===== config.mk =====
export PLATFORM = sky130hd
export DESIGN_NAME = pwm_multi
export DESIGN_NICKNAME = d
export VERILOG_FILES = /design/src/rtl/pwm_multi.sv
export SDC_FILE = /design/constraint.sdc
export NUM_CORES = 1
export LEC_CHECK = 0
export CORE_MARGIN = 1.5
export CORE_UTILIZATION = 58
export DETAILED_ROUTE_END_ITERATION = 8
export DONT_BUFFER_PORTS = 1
export PLACE_DENSITY = 0.72
export REMOVE_ABC_BUFFERS = 1
export SYNTH_ARGS = -nofsm -noshare
export SYNTH_HDL_FRONTEND = slang
export SYNTH_SLANG_ARGS = --single-unit
export TNS_END_PERCENT = 30

===== constraint.sdc =====
create_clock -name clk -period 5.5 [get_ports clk]
set_clock_uncertainty 0.05 [all_clocks]
set_input_delay 1.65 -clock clk [delete_from_list [all_inputs] [get_ports clk]]
set_output_delay 1.65 -clock clk [all_outputs]
set_load 0.01 [all_outputs]

===== src/rtl/pwm_multi.sv =====
// pwm_multi: several PWM channels sharing one period counter.
// Period, compares and mode are written into shadow registers at any time.
// They reach the running (active) set only at a period boundary, so a period
// in progress is never disturbed. Two counting styles are supported:
// edge-aligned (sawtooth) and center-aligned (triangle, 2P cycles).
module pwm_multi #(
   parameter int                  XLEN     = 3,
   parameter int                  CHANNELS = 2,
   parameter logic [CHANNELS-1:0] POL      = '0
) (
   input  logic                     clk,
   input  logic                     rst,
   input  logic                     en,
   input  logic                     load,
   input  logic [XLEN-1:0]          period_in,
   input  logic [CHANNELS*XLEN-1:0] cmp_in,
   input  logic                     mode_in,
   output logic [CHANNELS-1:0]      signal,
   output logic                     period_end
);

   typedef enum logic {DIR_UP = 1'b0, DIR_DOWN = 1'b1} dir_t;

   logic [XLEN-1:0]          period_shadow, period_active;
   logic [CHANNELS*XLEN-1:0] cmp_shadow, cmp_active;
   logic                     mode_shadow, mode_active;

   logic [XLEN-1:0] cnt, cnt_next, last;
   dir_t            dir, dir_next;
   logic            boundary;
   logic [CHANNELS-1:0] raw;

   // Last count value of the up phase; unused when the period is zero.
   assign last = period_active - 1'b1;

   // Next counter/direction state and boundary detection for the active mode.
   always_comb begin
      boundary = 1'b0;
      cnt_next = cnt;
      dir_next = dir;
      if (period_active == '0) begin
         // Degenerate period: counter parked at 0, every cycle ends a period.
         boundary = 1'b1;
         cnt_next = '0;
         dir_next = DIR_UP;
      end else if (!mode_active) begin
         if (cnt == last) begin
            boundary = 1'b1;
            cnt_next = '0;
         end else begin
            cnt_next = cnt + 1'b1;
         end
      end else if (dir == DIR_UP) begin
         // At the top the count is held for one cycle while turning around.
         if (cnt == last) begin
            dir_next = DIR_DOWN;
         end else begin
            cnt_next = cnt + 1'b1;
         end
      end else begin
         if (cnt == '0) begin
            boundary = 1'b1;
            cnt_next = '0;
            dir_next = DIR_UP;
         end else begin
            cnt_next = cnt - 1'b1;
         end
      end
   end

   // Per-channel compare against the pre-update count, with polarity applied.
   for (genvar gi = 0; gi < CHANNELS; gi++) begin : g_chan
      assign raw[gi] = (cnt < cmp_active[gi*XLEN +: XLEN]) ^ POL[gi];
   end

   // Shadow registers: written on every load strobe, independent of en.
   always_ff @(posedge clk or posedge rst) begin
      if (rst) begin
         period_shadow <= '0;
         cmp_shadow    <= '0;
         mode_shadow   <= 1'b0;
      end else if (load) begin
         period_shadow <= period_in;
         cmp_shadow    <= cmp_in;
         mode_shadow   <= mode_in;
      end
   end

   // Counter, direction and active set; active copies shadow only on a boundary.
   always_ff @(posedge clk or posedge rst) begin
      if (rst) begin
         cnt           <= '0;
         dir           <= DIR_UP;
         period_active <= '0;
         cmp_active    <= '0;
         mode_active   <= 1'b0;
      end else if (en) begin
         cnt <= cnt_next;
         dir <= dir_next;
         if (boundary) begin
            period_active <= period_shadow;
            cmp_active    <= cmp_shadow;
            mode_active   <= mode_shadow;
         end
      end
   end

   // Registered outputs: idle level is the channel polarity when disabled.
   always_ff @(posedge clk or posedge rst) begin
      if (rst) begin
         signal     <= POL;
         period_end <= 1'b0;
      end else if (en) begin
         signal     <= raw;
         period_end <= boundary;
      end else begin
         signal     <= POL;
         period_end <= 1'b0;
      end
   end

endmodule


[Word-level counts from Yosys, hierarchy flattened]
Index checks and enable logic that the tools add are counted.
Storage, ports and cells
  output and inout port bits: 3
  logic and storage cells: 40
  bits in registers: 27
  bits of input ports: 14
Cells by class
  add/subtract/negate cells: 3
  multiplexer cells: 17
  reductions and logical operators: 6
  equality and inequality tests: 2
  magnitude comparators: 2
Operator list (count)
  3-bit 2-to-1 mux: 6
  1-bit 2-to-1 mux: 10
  3-bit zero test: 2
  3-bit < comparator: 2
  2-bit AND reduction: 3
  3-bit by 1-bit subtractor with 3-bit output (second input constant): 2
  4-bit != test (second input constant): 1
  3-bit by 1-bit adder with 3-bit output (second input constant): 1
  3-bit equality test: 1
  2-bit 2-to-1 mux: 1
  2-bit nonzero test: 1

[Longest topological paths before layout]
  word-level depth: 6
  depth in mapped cells: 7
  gate-level depth less buffers: 7

[Worst setup path after synthesis]
OpenSTA, ideal clock, no wires.
  kind: input port to flip-flop
  start: input load
  end: register cmp_shadow[0]
  path buffers: 1
  setup slack: 2993 ps
  data arrival time: 2332 ps
  stages on the path: 2
  setup time: 125 ps
  cells stage by stage: clkbuf_1 -> mux2_2
RTL lines
  from (decl): line 14  | input logic load,
  to (signal assigned): line 84  | cmp_shadow <= cmp_in;
  to (decl): line 25  | logic [CHANNELS*XLEN-1:0] cmp_shadow, cmp_active;
No word-level cell between the ends.

[Final worst setup path]
  start: register signal[0]
  end: output signal[0]
RTL lines
  from (decl): line 18  | output logic [CHANNELS-1:0] signal,
  from (signal assigned): line 114  | signal <= raw;
No word-level cell between the ends.

==> impl_metrics.py <==
metrics = {
    "sta": {
        "timing.fmax_mhz": 409,
        "min_period_ps": 2440,
        "transition_time_at_the_pin_with_the_least_slew_margin_ps": 978,
        "rsz0062_at_grt": "false",
        "setup_viol": 0,
        "slew_headroom": 0.347,
        "timing_max_transition_violations_final": 0,
        "final.setup.worst_slack_ps": 3060,
        "setup-tns-final_ps": 0,
        "report.final.hold_viol_count": 0,
        "fin_crit_sh": 0.444,
    },
    "job": {
        "maxCapViolations": 0,
    },
    "route": {
        "routed_wirelength_mm": 2.01,
        "drt_first_pass_iters": 4,
        "drc": 0,
        "dr.first_iter.drc_count": 19,
        "routed_via_density": 5.64,
        "post_drt_wl_per_cell_um": 14.6,
        "num_vias": 772,
        "antenna_violating_nets_post_route": 0,
    },
    "synth": {
        "synthDominantAreaCellType": "sky130_fd_sc_hd__dfrtp_1",
        "syn-cell-area_mm2": 0.00134,
        "total_number_of_yosys_warnings": 0,
        "synth_seq_cells": 27,
        "synthCells": 107,
        "synth_top_cell_area_share": 0.504,
        "netlist_top_cells_area": "sky130_fd_sc_hd__dfrtp_1 50%, sky130_fd_sc_hd__mux2_2 16%, sky130_fd_sc_hd__ha_1 8.4%",
        "synth_sequential_area_ratio": 0.504,
        "netlist-cell-type-count": 29,
        "syn_avg_cell_area_um2": 12.5,
    },
    "clocking": {
        "worstSkewPairLatency_ps": 310,
        "cts.sink_count": 27,
        "clock_transition_at_the_register_clock_pins_on_the_worst_setup_and_hold_paths_after_cts_ps": 130,
        "cts_hold_repair.buffers": 0,
        "cts-resized-gates": 0,
        "tritoncts.num_buffers": 3,
        "cts_buffer_depth": 2,
        "htree_num_levels": 1,
        "root_buffer": "sky130_fd_sc_hd__clkbuf_4",
        "tritoncts": "done",
        "cts.repair_timing.setup_buffer_count": 0,
    },
    "grt": {
        "gr-usage-all-layers": 0.183,
        "grt-ovfl-total": 0,
        "grt_pass1_vias": 778,
        "grt_start_max_net_pins": 28,
        "antenna_found_initial": 0,
        "grt_first_pass_wirelength_mm": 3.48,
    },
    "critical_path": {
        "worstReg2RegEnd": "period_active[1]$_DFFE_PP0P_",
        "worst_setup_path_start_kind": "flop",
        "r2r_slack_ps": 3200,
        "type_of_destination_of_the_critical_path": "primary output",
        "cp.required_ps": 3800,
        "r2r.worst_path.cells": 7,
        "arrival_ps": 740,
        "criticalPathCategory": "flop to primary output",
        "critical_path_peak_fanout": 1,
        "worstReg2RegStart": "period_active[0]$_DFFE_PP0P_",
    },
    "placed_design": {
        "dpl.hpwl_mm": 1.52,
        "pre_cts_ws_ps": 2980,
        "io_buffers": 0,
        "finalWeightedCongestion": 0.878,
        "dp.cells": 133,
    },
    "cells_and_area": {
        "mostFrequentLayoutCell": "sky130_fd_sc_hd__dfrtp_1",
        "top_library_cells_by_usage_in_the_layout_fill_and_taps_aside": "27 x sky130_fd_sc_hd__dfrtp_1, 19 x sky130_fd_sc_hd__mux2_2, 12 x sky130_fd_sc_hd__inv_1",
        "antenna_cells": 0,
        "fin_nets": 133,
        "share_of_post_route_cells_with_drive_strength_above_1": 0.257,
        "finish.cell_count_without_fillers": 137,
        "area_growth_syn_to_layout_pct": 3.83,
    },
    "min_path": {
        "timing.hold.worst_endpoint": "cmp_shadow[1]$_DFFE_PP0P_",
        "hold_depth": 1,
        "worst_hold_path_type": "flop to flop",
        "worst_hold_startpoint": "cmp_shadow[1]$_DFFE_PP0P_",
    },
    "power": {
        "p_leak_uw": 0.000648,
        "power.density_mw_per_mm2": 520,
        "worst_ir_drop_vdd_v": 0.000309,
    },
    "run_status": {
        "outcome": "complete, no violations",
    },
    "floorplan": {
        "initial_core_util": 0.612,
        "die_x_um": 51.1,
        "die_h_um": 51.1,
        "ioPinCount": 17,
        "design.core.area_mm2": 0.00219,
        "row_cnt": 17,
        "die_area_mm2": 0.00261,
    },
}
==> cell type report <==
cell class | instances | area [um^2]
inverters | 12 | 45.0
fillers | 176 | 800
clock inverters | 1 | 5.00
multi-input cells | 66 | 608
clock buffers | 3 | 22.5
well taps | 28 | 35.0
flip-flops and latches | 27 | 676
==> worst max-delay path by stage <==
stage	startpoint	end	slack (ps)	cells past startpoint
final	signal[0]$_DFF_PP0_	signal[0]	3060	0
after global routing	signal[0]$_DFF_PP0_	signal[0]	3010	0
after CTS	period_end$_DFF_PP0_	period_end	3040	0
after floorplan	en	cnt[0]$_DFFE_PP0P_	3030	3
after global placement	en	cnt[0]$_DFFE_PP0P_	3020	3
after detailed placement	en	cnt[0]$_DFFE_PP0P_	2980	3
==> power by group <==
| part | leakage (uW) | internal, uW | total, uW | switching, uW |
|---|---|---|---|---|
| logic | 0.000306 | 162 | 318 | 157 |
| clock network | 0.0000177 | 27.2 | 80.7 | 53.5 |
| registers | 0.000325 | 266 | 324 | 58.2 |
| total | 0.000648 | 455 | 723 | 268 |
==> routing by layer <==
metal | up-vias | routed length, um | global-route usage
met1 | 375 | 903 | 0.246
met5 | - | 0 | 0
met3 | 2 | 64 | 0.0234
li1 | 380 | - | -
met4 | 0 | 17 | 0.108
met2 | 15 | 1020 | 0.286
==> flip-flops by register name (all words and copies together), names as in the netlist <==
| name | flops |
|---|---|
| cnt | 3 |
| mode_active | 1 |
| mode_shadow | 1 |
| signal | 2 |
| period_shadow | 3 |
| cmp_active | 6 |
| period_active | 3 |
| cmp_shadow | 6 |
| period_end | 1 |
| dir | 1 |
==> metrics by stage <==
step	hold WS, ps	util	instance area [um^2]	total power (uW)
floorplan	424	-	1330	582
global placement	436	0.623	1360	629
detailed placement	441	0.623	1360	649
CTS	472	0.635	1390	731
global route	485	0.635	1390	785
finish	467	0.635	1390	723
==> synth_stat cells <==
cell type and number:
sky130_fd_sc_hd__dfrtp_1 27, sky130_fd_sc_hd__mux2_2 19, sky130_fd_sc_hd__inv_1 12, sky130_fd_sc_hd__ha_1 9, sky130_fd_sc_hd__o21ai_0 7, sky130_fd_sc_hd__nand2_1 5, sky130_fd_sc_hd__a21oi_1 3, sky130_fd_sc_hd__a21boi_0 2
sky130_fd_sc_hd__nor3b_1 2, sky130_fd_sc_hd__xnor2_1 2, sky130_fd_sc_hd__a211o_1 1, sky130_fd_sc_hd__and3_1 1, sky130_fd_sc_hd__and4b_1 1, sky130_fd_sc_hd__buf_4 1, sky130_fd_sc_hd__clkbuf_1 1, sky130_fd_sc_hd__mux2i_1 1
sky130_fd_sc_hd__nand2b_1 1, sky130_fd_sc_hd__nor2_1 1, sky130_fd_sc_hd__nor3_1 1, sky130_fd_sc_hd__nor4_2 1, sky130_fd_sc_hd__o211ai_1 1, sky130_fd_sc_hd__o21a_1 1, sky130_fd_sc_hd__o31ai_4 1, sky130_fd_sc_hd__o41ai_2 1
sky130_fd_sc_hd__or3b_1 1, sky130_fd_sc_hd__or3b_2 1, sky130_fd_sc_hd__or4_1 1, sky130_fd_sc_hd__xnor2_2 1, sky130_fd_sc_hd__xor2_1 1
==> cells by family (layout without fill, tap and decap cells) <==
group	after synthesis	after routing	share of synthesized area
compound gates	17	17	0.0943
buf+inv	14	16	0.0420
xor+xnor	4	4	0.0318
fa+ha+maj	9	9	0.0840
mux	20	20	0.167
flops	27	27	0.504
simple gates	16	16	0.0766
(Power assumes the default switching activity.)
